`src/rtl/cla3_chunk_sequencer_if.sv`:
```
// Handshake and CLA-slice bundle for cla3_chunk_sequencer.
// The sequencer is the slave side; the producer/consumer/slice environment is the master.
interface cla3_chunk_sequencer_if #(
    parameter int WIDTH = 12
);
    logic             in_valid;
    logic             in_ready;
    logic [WIDTH-1:0] in_a;
    logic [WIDTH-1:0] in_b;
    logic             in_cin;
    logic [2:0]       slice_a;
    logic [2:0]       slice_b;
    logic             slice_cin;
    logic [2:0]       slice_s;
    logic             slice_cout;
    logic             out_valid;
    logic             out_ready;
    logic [WIDTH-1:0] out_sum;
    logic             out_cout;
    logic             busy;

    modport slave (
        input  in_valid, in_a, in_b, in_cin, slice_s, slice_cout, out_ready,
        output in_ready, slice_a, slice_b, slice_cin, out_valid, out_sum, out_cout, busy
    );

    modport master (
        output in_valid, in_a, in_b, in_cin, slice_s, slice_cout, out_ready,
        input  in_ready, slice_a, slice_b, slice_cin, out_valid, out_sum, out_cout, busy
    );
endinterface

```
`src/rtl/cla3_chunk_sequencer.sv`:
```
// Multi-cycle WIDTH-bit adder that streams 3-bit chunks, LSB first, through an external
// combinational 3-bit CLA slice, rippling the carry between cycles. All outputs are registered.
module cla3_chunk_sequencer #(
    parameter int WIDTH = 12
) (
    input  logic                   clk,
    input  logic                   rst_n,
    cla3_chunk_sequencer_if.slave  bus
);
    localparam int CW     = 3;
    localparam int NCHUNK = (WIDTH + CW - 1) / CW;
    localparam int PADW   = CW * NCHUNK;
    localparam int IDXW   = (NCHUNK > 1) ? $clog2(NCHUNK) : 1;

    localparam logic [IDXW-1:0] IDX_ZERO = '0;
    localparam logic [IDXW-1:0] IDX_ONE  = IDXW'(1);
    localparam logic [IDXW-1:0] IDX_LAST = IDXW'(NCHUNK - 1);

    localparam logic [1:0] ST_IDLE = 2'd0;
    localparam logic [1:0] ST_RUN  = 2'd1;
    localparam logic [1:0] ST_DONE = 2'd2;

    function automatic logic [CW-1:0] chunk_get(input logic [PADW-1:0] vec,
                                                input logic [IDXW-1:0] idx);
        logic [CW-1:0] res;
        res = '0;
        for (int k = 0; k < NCHUNK; k++) begin
            if (idx == IDXW'(k)) begin
                res = vec[k*CW +: CW];
            end
        end
        return res;
    endfunction

    function automatic logic [PADW-1:0] chunk_put(input logic [PADW-1:0] vec,
                                                  input logic [IDXW-1:0] idx,
                                                  input logic [CW-1:0]   val);
        logic [PADW-1:0] res;
        res = vec;
        for (int k = 0; k < NCHUNK; k++) begin
            if (idx == IDXW'(k)) begin
                res[k*CW +: CW] = val;
            end
        end
        return res;
    endfunction

    logic [1:0]       state_r,     state_s;
    logic [IDXW-1:0]  idx_r,       idx_s;
    logic [PADW-1:0]  a_r,         a_s;
    logic [PADW-1:0]  b_r,         b_s;
    logic [PADW-1:0]  sum_r,       sum_s;
    logic [CW-1:0]    slice_a_r,   slice_a_s;
    logic [CW-1:0]    slice_b_r,   slice_b_s;
    logic             slice_cin_r, slice_cin_s;
    logic [WIDTH-1:0] out_sum_r,   out_sum_s;
    logic             out_cout_r,  out_cout_s;
    logic             out_valid_r, out_valid_s;
    logic             in_ready_r,  in_ready_s;
    logic             busy_r,      busy_s;

    logic [PADW-1:0]  a_pad_s;
    logic [PADW-1:0]  b_pad_s;
    logic [PADW:0]    full_s;

    assign a_pad_s = PADW'(bus.in_a);
    assign b_pad_s = PADW'(bus.in_b);

    // slice_cin_r doubles as the inter-chunk carry register; slice outputs are the next chunk.
    // Bits of full_s above WIDTH are always zero because the operands are zero-padded,
    // so OR-reducing them yields bit WIDTH regardless of WIDTH % 3.
    always_comb begin
        state_s     = state_r;
        idx_s       = idx_r;
        a_s         = a_r;
        b_s         = b_r;
        sum_s       = sum_r;
        slice_a_s   = 3'd0;
        slice_b_s   = 3'd0;
        slice_cin_s = 1'b0;
        out_sum_s   = out_sum_r;
        out_cout_s  = out_cout_r;
        out_valid_s = 1'b0;
        in_ready_s  = 1'b0;
        busy_s      = 1'b1;
        full_s      = {bus.slice_cout, chunk_put(sum_r, idx_r, bus.slice_s)};

        case (state_r)
            ST_IDLE: begin
                if (bus.in_valid && in_ready_r) begin
                    a_s         = a_pad_s;
                    b_s         = b_pad_s;
                    idx_s       = IDX_ZERO;
                    state_s     = ST_RUN;
                    slice_a_s   = a_pad_s[CW-1:0];
                    slice_b_s   = b_pad_s[CW-1:0];
                    slice_cin_s = bus.in_cin;
                end else begin
                    in_ready_s  = 1'b1;
                    busy_s      = 1'b0;
                end
            end
            ST_RUN: begin
                sum_s = full_s[PADW-1:0];
                if (idx_r == IDX_LAST) begin
                    state_s     = ST_DONE;
                    out_sum_s   = full_s[WIDTH-1:0];
                    out_cout_s  = |full_s[PADW:WIDTH];
                    out_valid_s = 1'b1;
                end else begin
                    idx_s       = idx_r + IDX_ONE;
                    slice_a_s   = chunk_get(a_r, idx_r + IDX_ONE);
                    slice_b_s   = chunk_get(b_r, idx_r + IDX_ONE);
                    slice_cin_s = bus.slice_cout;
                end
            end
            ST_DONE: begin
                if (bus.out_ready) begin
                    state_s     = ST_IDLE;
                    in_ready_s  = 1'b1;
                    busy_s      = 1'b0;
                end else begin
                    out_valid_s = 1'b1;
                end
            end
            default: begin
                state_s    = ST_IDLE;
                in_ready_s = 1'b1;
                busy_s     = 1'b0;
            end
        endcase
    end

    // State and output registers; reset aborts any add in flight.
    always_ff @(posedge clk or negedge rst_n) begin
        if (!rst_n) begin
            state_r     <= ST_IDLE;
            idx_r       <= IDX_ZERO;
            a_r         <= '0;
            b_r         <= '0;
            sum_r       <= '0;
            slice_a_r   <= 3'd0;
            slice_b_r   <= 3'd0;
            slice_cin_r <= 1'b0;
            out_sum_r   <= '0;
            out_cout_r  <= 1'b0;
            out_valid_r <= 1'b0;
            in_ready_r  <= 1'b1;
            busy_r      <= 1'b0;
        end else begin
            state_r     <= state_s;
            idx_r       <= idx_s;
            a_r         <= a_s;
            b_r         <= b_s;
            sum_r       <= sum_s;
            slice_a_r   <= slice_a_s;
            slice_b_r   <= slice_b_s;
            slice_cin_r <= slice_cin_s;
            out_sum_r   <= out_sum_s;
            out_cout_r  <= out_cout_s;
            out_valid_r <= out_valid_s;
            in_ready_r  <= in_ready_s;
            busy_r      <= busy_s;
        end
    end

    assign bus.in_ready  = in_ready_r;
    assign bus.slice_a   = slice_a_r;
    assign bus.slice_b   = slice_b_r;
    assign bus.slice_cin = slice_cin_r;
    assign bus.out_valid = out_valid_r;
    assign bus.out_sum   = out_sum_r;
    assign bus.out_cout  = out_cout_r;
    assign bus.busy      = busy_r;
endmodule

```
`src/flat_wrapper.sv`:
```
// flat-port wrapper written by rule: the top's interface ports become plain ports
module cla3_chunk_sequencer_flat 
#(
    parameter int WIDTH = 12
)
  (clk, rst_n, bus_in_valid, bus_in_a, bus_in_b, bus_in_cin, bus_slice_s, bus_slice_cout, bus_out_ready, bus_in_ready, bus_slice_a, bus_slice_b, bus_slice_cin, bus_out_valid, bus_out_sum, bus_out_cout, bus_busy);
  cla3_chunk_sequencer_if #(.WIDTH(WIDTH)) bus_i ();
  input  logic clk;
  input  logic rst_n;
  input wire logic [$bits(bus_i.in_valid)-1:0] bus_in_valid;
  input wire logic [$bits(bus_i.in_a)-1:0] bus_in_a;
  input wire logic [$bits(bus_i.in_b)-1:0] bus_in_b;
  input wire logic [$bits(bus_i.in_cin)-1:0] bus_in_cin;
  input wire logic [$bits(bus_i.slice_s)-1:0] bus_slice_s;
  input wire logic [$bits(bus_i.slice_cout)-1:0] bus_slice_cout;
  input wire logic [$bits(bus_i.out_ready)-1:0] bus_out_ready;
  output wire logic [$bits(bus_i.in_ready)-1:0] bus_in_ready;
  output wire logic [$bits(bus_i.slice_a)-1:0] bus_slice_a;
  output wire logic [$bits(bus_i.slice_b)-1:0] bus_slice_b;
  output wire logic [$bits(bus_i.slice_cin)-1:0] bus_slice_cin;
  output wire logic [$bits(bus_i.out_valid)-1:0] bus_out_valid;
  output wire logic [$bits(bus_i.out_sum)-1:0] bus_out_sum;
  output wire logic [$bits(bus_i.out_cout)-1:0] bus_out_cout;
  output wire logic [$bits(bus_i.busy)-1:0] bus_busy;
  assign bus_i.in_valid = bus_in_valid;
  assign bus_i.in_a = bus_in_a;
  assign bus_i.in_b = bus_in_b;
  assign bus_i.in_cin = bus_in_cin;
  assign bus_i.slice_s = bus_slice_s;
  assign bus_i.slice_cout = bus_slice_cout;
  assign bus_i.out_ready = bus_out_ready;
  assign bus_in_ready = bus_i.in_ready;
  assign bus_slice_a = bus_i.slice_a;
  assign bus_slice_b = bus_i.slice_b;
  assign bus_slice_cin = bus_i.slice_cin;
  assign bus_out_valid = bus_i.out_valid;
  assign bus_out_sum = bus_i.out_sum;
  assign bus_out_cout = bus_i.out_cout;
  assign bus_busy = bus_i.busy;
  cla3_chunk_sequencer #(.WIDTH(WIDTH)) u_core (.clk(clk), .rst_n(rst_n), .bus(bus_i));
endmodule
```
`config.mk`:
```
export PLATFORM = sky130hd
export DESIGN_NAME = cla3_chunk_sequencer_flat
export DESIGN_NICKNAME = d
export VERILOG_FILES = /design/src/rtl/cla3_chunk_sequencer_if.sv /design/src/rtl/cla3_chunk_sequencer.sv /design/src/flat_wrapper.sv
export SDC_FILE = /design/constraint.sdc
export NUM_CORES = 1
export LEC_CHECK = 0
export ABC_CLOCK_PERIOD_IN_PS = 4600
export CORE_MARGIN = 4
export CORE_UTILIZATION = 54
export DETAILED_ROUTE_END_ITERATION = 6
export HOLD_SLACK_MARGIN = 0.03
export PLACE_DENSITY = 0.85
export SLEW_MARGIN = 25
export SYNTH_ARGS = -nofsm -noshare
export SYNTH_HDL_FRONTEND = slang
export SYNTH_SLANG_ARGS = --single-unit
```
`constraint.sdc`:
```
create_clock -name clk -period 4.6 [get_ports clk]
set_input_delay 0.92 -clock clk [delete_from_list [all_inputs] [get_ports clk]]
set_output_delay 0.92 -clock clk [all_outputs]
set_load 0.01 [all_outputs]
```
==> results.sh, run 1 <==
export IMPL_via_count=2006
export IMPL_max_freq_mhz=423
export IMPL_postCtsSetupBuffers=0
export IMPL_syn_inst=260
export IMPL_r2r_cells=5
export IMPL_outcome="finished, final reports clean"
export IMPL_synth_top_cell_by_area="dfrtp_1"
export IMPL_drc=0
export IMPL_io_buffers=55
export IMPL_ys_flop_type="dfrtp_1"
export IMPL_synth_edf_count=0
export IMPL_synth_avg_cell_area_um2=10.3
export IMPL_setup_worst_path_start_class="register"
export IMPL_grt_pass1_wl_mm=9.20
export IMPL_firstDrtPassIters=4
export IMPL_ctsHoldBuffers=0
export IMPL_rsz0062_at_grt="false"
export IMPL_worstReg2RegEnd="u_core.bus.slice_a[2]"
export IMPL_path_class="reg -> out"
export IMPL_cp_slowest_stage_delay_ps=560
export IMPL_timing_hold_ws_ps=478
export IMPL_hold_viol=0
export IMPL_die_area_um2=6150
export IMPL_n_fill_cell=347
export IMPL_die_h_um=78.4
export IMPL_synth_fp_nets=302
export IMPL_setup_tns_ps=0
export IMPL_p_leak_nw=1.62
export IMPL_drt_initial_drc_count=142
export IMPL_cts_htree_levels=3
export IMPL_tightest_slew_ps=881
export IMPL_synth_area_top_cells="dfrtp_1, nand2_1, ha_1"
export IMPL_core_area_um2=4750
export IMPL_diodes=0
export IMPL_cts_sinks=60
export IMPL_cts_tree="done"
export IMPL_track_usage_pct=19.8
export IMPL_crit_path_end_kind="output pin"
export IMPL_r2r_slack_ps=2570
export IMPL_die_w_um=78.4
export IMPL_async_flop_share_pct=100
export IMPL_cp_num_buf_inv=1
export IMPL_vdd_ir_drop_max_v=0.000440
export IMPL_area_growth_pct=27.3
export IMPL_cts_buffers_inserted=9
export IMPL_ys_seq_area_share_pct=56.1
export IMPL_ys_warn_count=0
export IMPL_hp_class="reg -> reg"
export IMPL_clock_latency_ps=340
export IMPL_period_minus_slack_ps=2360
export IMPL_regArea_um2=1500
export IMPL_clock_skew_final_ps=8.74
export IMPL_start_util_pct=56.3
export IMPL_synth_top_cell_area_share_pct=55.1
export IMPL_reg2reg_from="u_core.idx_r[0]"
export IMPL_fin_ws_ps=2240
export IMPL_drv_cap=0
export IMPL_routedWlPerCell_um=14.4
export IMPL_antenna_found_initial=0
export IMPL_path_cells="clkdlybuf4s50_1"
export IMPL_io_pins=56
export IMPL_final_antenna_net_count=0
export IMPL_hp_start="u_core.bus.out_sum[8]"
export IMPL_power_per_cell_area_nw_per_um2=667
export IMPL_nets=356
export IMPL_cts_root_buf="clkbuf_8"
export IMPL_rows=25
export IMPL_wirelength_mm=5.57
export IMPL_grt_overflow_total=0
export IMPL_hold_end="u_core.bus.out_sum[8]"
export IMPL_worst_slew_margin_rel_pct=41.1
export IMPL_clk_pin_slew_worst_paths_ps=60
export IMPL_crit_arrival_ps=1440
export IMPL_dp_slack_ps=1980
export IMPL_multi_input_area_um2=1070
export IMPL_dp_hpwl_mm=3.83
export IMPL_postLayoutCoreUtil_pct=71.7
export IMPL_finalMaxSlewViolations=0
export IMPL_syn_area_um2=2680
export IMPL_required_ps=3680
export IMPL_grt_pass1_vias=2029
export IMPL_vias_per_cell=5.20
export IMPL_final_setup_viol_count=0
export IMPL_period_share_pct=51.3
export IMPL_slowest_stage="dfstp_2"
export IMPL_path_delay_family="flip-flops"
export IMPL_clockBufferDepth=2
export IMPL_cts_resized_gates=0
export IMPL_synth_distinct_cells=29
export IMPL_grt_max_degree=61
export IMPL_layout_drive_gt1_share_pct=10.3
export IMPL_ys_ff_latch=60
export IMPL_whs_path_depth=2
export IMPL_cp_max_fo=5
export IMPL_gp_congestion=0.766
==> layout by cell type (no fill, tap or decap) <==
cell type,count
a221oi_2,6
nor2_1,3
dfrtp_1,59
clkbuf_8,12
inv_1,6
ha_1,9
a31oi_1,2
dfstp_2,1
o311ai_1,1
o21ai_0,12
clkinv_2,1
a21bo_2,1
mux2_2,9
nand2b_1,3
buf_4,1
or2_1,1
and2b_2,1
clkbuf_1,3
a21oi_1,4
and3_1,1
mux2i_1,9
nand4b_1,1
a21boi_0,2
o22ai_1,6
and2_1,1
clkdlybuf4s50_1,54
o31ai_1,7
nand3_1,1
nand2_1,99
nor2b_1,2
buf_2,1
==> cells in the mapped netlist (2+ instances only) <==
master and count:
nand2b_1 3, o22ai_1 6, o21ai_0 12, a21boi_0 2, nand2_1 99, buf_6 2
ha_1 9, a31oi_1 2, buf_2 6, dfrtp_1 59, mux2_2 9, a221oi_2 6
a21oi_1 4, buf_4 4, o31ai_1 7, inv_1 6, nor2b_1 2, mux2i_1 9
nor2_1 3
==> registers in the layout (all words and copies together) (netlist names), 2 cells and up <==
register / count
u_core.a_r: 12
u_core.bus.slice_a: 3
u_core.state_r: 2
u_core.idx_r: 2
u_core.b_r: 12
u_core.bus.slice_b: 3
u_core.sum_r: 9
u_core.bus.out_sum: 12
==> metal layers <==
layer  global-route usage (%)  share of wire, %  vias up
met1                     24.0                42      958
met5                        0                 0        -
li1                         -                 -      978
met2                     31.5                49       59
met3                     7.91               6.8       11
met4                     8.22               2.1        0
==> power breakdown <==
group          internal, W  total, W  switching, W
registers         0.000777  0.000922      0.000145
logic             0.000451  0.000916      0.000465
clock network     0.000239  0.000435      0.000195
total              0.00147   0.00227      0.000805
==> logic make-up after synthesis <==
family                     after synthesis  synth area share (%)
muxes                                   18                  7.15
and+or+nand+nor                        113                  17.0
DFF                                     60                  56.1
adders and majority gates                9                  4.21
AOI/OAI and AO/OA                       41                  11.4
buffers and inverters                   19                  4.07
==> layout make-up <==
class,instances,area share (%)
timing repair buffer,56,16.2
multi-input combinational,181,31.3
clock inverter,1,0.147
inverter,6,0.661
tap,67,2.46
clock buffer,15,5.17
sequential,60,44.1
==> through the flow <==
| step | area, um2 | cells | total power, W |
|---|---|---|---|
| after global routing | 3410 | 386 | 0.00243 |
| after CTS | 3410 | 386 | 0.00228 |
| final | 3410 | 386 | 0.00227 |
| after detailed placement | 3230 | 370 | 0.00185 |
| after global placement | 3230 | 370 | 0.00180 |
| after floorplan | 2680 | 260 | 0.00151 |
==> how the worst max path moves through the flow <==
stage / start / endpoint / slack, ps / depth (start not counted)
CTS: u_core.bus.in_ready / bus_in_ready / 2230 / 1
global route: bus_in_valid / u_core.bus.slice_a[0] / 2160 / 4
detailed placement: bus_in_valid / u_core.bus.slice_b[1] / 1980 / 4
finish: u_core.bus.in_ready / bus_in_ready / 2240 / 1
global placement: bus_in_valid / u_core.bus.slice_a[0] / 2030 / 4
floorplan: bus_in_valid / u_core.bus.slice_b[0] / 2990 / 5
No activity file was read; power rests on OpenSTA's default activity.
==> inputs of run 2 (changes only) <==
ABC_CLOCK_PERIOD_IN_PS = 2450   (was 4600)
CORE_UTILIZATION = 50   (was 54)
PLACE_DENSITY = 0.79   (was 0.85)
clock period = 2.45 ns   (was 4.6 ns; I/O delays follow)
==> run 2 against run 1 <==
Clock skew decreased by 1.3 ps. Sequential share of layout area decreased by 1.2 points. Die area increased by 7.2%. Via count decreased by 0.20%. Sequential cell count unchanged. Worst hold slack got worse by 340 ps. Utilization decreased by 3.6 points. Count of clock-buffer cells in the layout decreased by 3. Combinational power increased by 90%. Highest routed layer unchanged. Largest cell class unchanged.
==> results.sh, run 2 (same netlist as run 1, synthesis figures left out) <==
export IMPL_grt_overflow_total=0
export IMPL_gp_congestion=0.758
export IMPL_startpoint="u_core.bus.in_ready"
export IMPL_antenna_found_initial=0
export IMPL_layout_drive_gt1_share_pct=12.1
export IMPL_routedWlPerCell_um=14.0
export IMPL_cts_resized_gates=0
export IMPL_die_area_um2=6590
export IMPL_diodes=0
export IMPL_core_area_um2=5140
export IMPL_power_per_cell_area_nw_per_um2=1280
export IMPL_drc=0
export IMPL_cp_slowest_stage_delay_ps=560
export IMPL_area_growth_pct=30.8
export IMPL_cts_sinks=60
export IMPL_firstDrtPassIters=5
export IMPL_cts_tree="done"
export IMPL_outcome="finished, final reports clean"
export IMPL_finalMaxSlewViolations=0
export IMPL_path_cells="clkdlybuf4s50_1"
export IMPL_final_antenna_net_count=0
export IMPL_drt_initial_drc_count=150
export IMPL_clock_latency_ps=330
export IMPL_cp_depth=1
export IMPL_layout_common_cells="nand2_1, dfrtp_1, clkdlybuf4s50_1, o21ai_0, clkbuf_8"
export IMPL_path_class="reg -> out"
export IMPL_cts_root_buf="clkbuf_8"
export IMPL_drv_cap=0
export IMPL_path_delay_family="flip-flops"
export IMPL_grt_pass1_wl_mm=9.21
export IMPL_start_util_pct=52.1
export IMPL_cp_endpoint="bus_in_ready"
export IMPL_via_count=2002
export IMPL_reg2reg_from="u_core.idx_r[0]"
export IMPL_cts_htree_levels=3
export IMPL_clk_pin_slew_worst_paths_ps=70
export IMPL_postCtsSetupBuffers=0
export IMPL_io_buffers=55
export IMPL_clockBufferDepth=2
export IMPL_io_pins=56
export IMPL_crit_arrival_ps=1440
export IMPL_worstReg2RegEnd="u_core.bus.slice_a[1]"
export IMPL_p_total_w=0.00449
export IMPL_layout_commonest_cell="nand2_1"
export IMPL_die_h_um=81.2
export IMPL_vias_per_cell=5.11
export IMPL_track_usage_pct=18.6
export IMPL_rows=26
export IMPL_period_minus_slack_ps=1930
export IMPL_dp_hpwl_mm=3.71
export IMPL_nets=359
export IMPL_grt_max_degree=61
export IMPL_p_leak_nw=1.66
export IMPL_hold_viol=0
export IMPL_grt_pass1_vias=1966
export IMPL_worst_slew_margin_rel_pct=56.5
export IMPL_r2r_cells=5
export IMPL_vdd_ir_drop_max_v=0.000954
export IMPL_clock_skew_final_ps=7.42
export IMPL_ctsHoldBuffers=0
export IMPL_crit_path_end_kind="output pin"
export IMPL_r2r_slack_ps=680
export IMPL_wirelength_mm=5.49
export IMPL_cp_num_buf_inv=1
export IMPL_die_w_um=81.2
export IMPL_slowest_stage="dfstp_2"
export IMPL_cp_max_fo=5
export IMPL_fin_area_um2=3500
export IMPL_hp_class="in -> async"
export IMPL_layout_cells_non_filler=392
export IMPL_dp_cells=376
export IMPL_required_ps=1960
export IMPL_max_freq_mhz=519
export IMPL_setup_worst_path_start_class="register"
export IMPL_n_fill_cell=405
export IMPL_place_area_um2=3270
export IMPL_rsz0062_at_grt="false"
export IMPL_tightest_slew_ps=651
export IMPL_cts_buffers_inserted=9
export IMPL_setup_tns_ps=0
export IMPL_final_setup_viol_count=0
export IMPL_period_share_pct=78.6
-- run 2: changes by cell type in the layout (fill, tap and decap cells not counted), sizes merged --
cell	previous run	this run
clkinv	1	2
buf	2	5
bufinv	0	2
clkbuf	15	12
-- run 2: how the worst min path moves through the flow --
stage                  start                    end  slack (ps)  cells after the start
3_5_place_dp   u_core.b_r[9]          u_core.b_r[9]         460                      2
6_report               rst_n  u_core.bus.out_sum[4]         140                      2
2_1_floorplan          rst_n          u_core.a_r[0]         190                      0
3_3_place_gp   u_core.b_r[1]          u_core.b_r[1]         450                      2
4_1_cts                rst_n  u_core.bus.out_sum[4]         150                      2
5_1_grt                rst_n  u_core.bus.out_sum[4]         170                      2
-- run 2: where the power goes --
| part | internal [W] | switching [W] | leakage (nW) |
|---|---|---|---|
| clock | 0.000652 | 0.000373 | 0.122 |
| sequential | 0.00146 | 0.000268 | 0.739 |
| combinational | 0.000872 | 0.000867 | 0.803 |
-- run 2: layer usage --
layer | share of wire (%) | vias up | GRT usage, % | wire length [um]
met5 | 0 | - | 0 | 0
met4 | 3.0 | 0 | 12.2 | 163
met3 | 4.2 | 13 | 2.99 | 229
met2 | 46 | 52 | 27.0 | 2500
met1 | 47 | 953 | 25.9 | 2590
li1 | - | 984 | - | -
-- run 2: metrics by stage --
stage	hold slack (ps)	setup WS [ps]	utilization, %
after floorplan	194	929	-
after global placement	452	749	63.6
after detailed placement	464	712	63.6
after CTS	150	507	68.1
after global routing	172	466	68.1
final	143	524	68.1
-- run 2: final cells by class --
cell class                 count  area [um2]  share of cell area (%)
clock buffer                  12         165                    4.72
sequential                    60        1500                    42.9
clock inverter                 4        70.1                    2.00
inverter                       6        22.5                   0.643
multi-input combinational    181        1070                    30.4
timing repair buffer          59         588                    16.8
tap                           70        87.6                    2.50
==> inputs of run 3 (changes only) <==
ABC_CLOCK_PERIOD_IN_PS = 1670   (was 2450)
CORE_UTILIZATION = 46   (was 50)
PLACE_DENSITY = 0.77   (was 0.79)
clock period = 1.67 ns   (was 2.45 ns; I/O delays follow)
==> run 3 against run 2 <==
Global-route usage shrank 1.2 points. Die area grew 7.8%. Critical endpoint is now u_core.bus.slice_b[2]. Setup slack lost 430 ps. Clock power grew 55%. First-iteration DRC count shrank 36%. Critical path type is now reg -> reg. Sequential cell count is the same. Worst hold slack gained 330 ps. Non-clock buffer count grew 7. Wire length grew 3.2%.
==> results.sh, run 3 (same netlist as run 1, synthesis figures left out) <==
export IMPL_outcome="finished, final reports clean"
export IMPL_final_antenna_net_count=0
export IMPL_dp_cells=384
export IMPL_final_setup_viol_count=0
export IMPL_grt_pass1_wl_mm=9.94
export IMPL_io_pins=56
export IMPL_p_leak_nw=1.70
export IMPL_antenna_found_initial=0
export IMPL_drc=0
export IMPL_r2r_cells=5
export IMPL_io_buffers=55
export IMPL_layout_commonest_cell="nand2_1"
export IMPL_drt_initial_drc_count=96
export IMPL_period_share_pct=94.2
export IMPL_layout_cells_non_filler=401
export IMPL_hp_class="in -> async"
export IMPL_track_usage_pct=17.5
export IMPL_cp_max_fo=6
export IMPL_hold_viol=0
export IMPL_drv_cap=0
export IMPL_power_per_cell_area_nw_per_um2=1880
export IMPL_setup_tns_ps=0
export IMPL_max_freq_mhz=635
export IMPL_vdd_ir_drop_max_v=0.000897
export IMPL_crit_arrival_ps=1800
export IMPL_diodes=0
export IMPL_path_class="reg -> reg"
export IMPL_layout_drive_gt1_share_pct=14.6
export IMPL_cts_sinks=60
export IMPL_area_growth_pct=34.5
export IMPL_core_area_um2=5570
export IMPL_period_minus_slack_ps=1570
export IMPL_cts_buffers_inserted=9
export IMPL_grt_overflow_total=0
export IMPL_crit_path_end_kind="register"
export IMPL_clock_skew_final_ps=9.70
export IMPL_cts_htree_levels=3
export IMPL_reg2reg_from="u_core.idx_r[1]"
export IMPL_setup_worst_path_start_class="register"
export IMPL_dp_hpwl_mm=4.16
export IMPL_tightest_slew_ps=483
export IMPL_worst_slew_margin_rel_pct=67.8
export IMPL_via_count=2018
export IMPL_die_area_um2=7110
export IMPL_firstDrtPassIters=5
export IMPL_required_ps=1890
export IMPL_nets=366
export IMPL_postCtsSetupBuffers=0
export IMPL_die_h_um=84.3
export IMPL_cts_root_buf="clkbuf_8"
export IMPL_finalMaxSlewViolations=0
export IMPL_r2r_slack_ps=100
export IMPL_grt_max_degree=26
export IMPL_routedWlPerCell_um=14.1
export IMPL_rsz0062_at_grt="false"
export IMPL_clk_pin_slew_worst_paths_ps=70
export IMPL_clock_latency_ps=340
export IMPL_start_util_pct=48.0
export IMPL_gp_congestion=0.793
export IMPL_worstReg2RegEnd="u_core.bus.slice_b[2]"
export IMPL_rows=27
export IMPL_grt_pass1_vias=2093
export IMPL_layout_common_cells="nand2_1, dfrtp_1, clkdlybuf4s50_1, o21ai_0"
export IMPL_die_w_um=84.3
export IMPL_cts_tree="done"
export IMPL_clockBufferDepth=2
export IMPL_vias_per_cell=5.03
export IMPL_wirelength_mm=5.66
-- run 3: cell count changes in the layout (fill, tap and decap cells not counted), moves of 2 or more --
cell,delta
buf_12,+2
buf_4,+4
clkbuf_8,-3
clkinv_2,-2
clkinv_4,+2
nand2b_1,-2
nand2b_2,+2
-- run 3: final cells by class --
cell class	count	area, um2
Timing Repair Buffer	66	667
Multi-Input combinational cell	181	1070
Clock inverter	7	124
Fill cell	440	1970
Sequential cell	60	1500
Inverter	6	22.5
Clock buffer	9	124
Tap cell	72	90.1
-- run 3: critical path: stages (launching register included) --
cell and delay [ps]:
dfrtp_1 430, inv_1 100, ha_1 230, or2_1 370
a221oi_2 240, o31ai_1 90
-- run 3: layer usage --
metal / vias up / part of all wire [%] / wire length [um] / global-route usage [%]
met2: 44 / 49 / 2790 / 28.0
met4: 0 / 1.4 / 82 / 7.75
met1: 960 / 45 / 2540 / 22.8
met5: - / 0 / 0 / 0
li1: 1007 / - / - / -
met3: 7 / 4.4 / 247 / 3.83
-- run 3: worst max path at each step --
stage                       from                     to  slack (ps)  cells after the start
2_1_floorplan    u_core.idx_r[0]  u_core.bus.slice_a[0]         150                      7
3_3_place_gp        bus_in_valid        u_core.idx_r[0]         160                      4
3_5_place_dp     u_core.idx_r[0]  u_core.bus.slice_b[2]          90                      5
4_1_cts        u_core.state_r[1]        u_core.idx_r[0]          60                      4
5_1_grt          u_core.idx_r[1]  u_core.bus.slice_a[1]          20                      5
6_report         u_core.idx_r[1]  u_core.bus.slice_b[2]         100                      5
-- run 3: through the flow --
| step | power (W) | instance area [um2] | hold WS [ps] | worst slack, ps | util, % |
|---|---|---|---|---|---|
| finish | 0.00678 | 3600 | 477 | 96.2 | 64.6 |
| global route | 0.00727 | 3600 | 489 | 16.6 | 64.6 |
| CTS | 0.00682 | 3600 | 475 | 58.8 | 64.5 |
| detailed placement | 0.00520 | 3340 | 320 | 86.4 | 59.9 |
| global placement | 0.00509 | 3340 | 312 | 161 | 59.9 |
| floorplan | 0.00417 | 2680 | 38.4 | 149 | - |
-- run 3: where the power goes --
| part | internal [W] | total (W) | switching, W | leakage [nW] |
|---|---|---|---|---|
| registers | 0.00214 | 0.00254 | 0.000394 | 0.738 |
| clock network | 0.00100 | 0.00160 | 0.000599 | 0.120 |
| logic | 0.00134 | 0.00264 | 0.00130 | 0.846 |
-- run 3: repair_timing --
item	CTS	global route
endpoints found under the setup margin	1	8
cloned	0	0
hold buffers	1	0
hold endpoints to repair	16	0
gates resized for setup	1	4
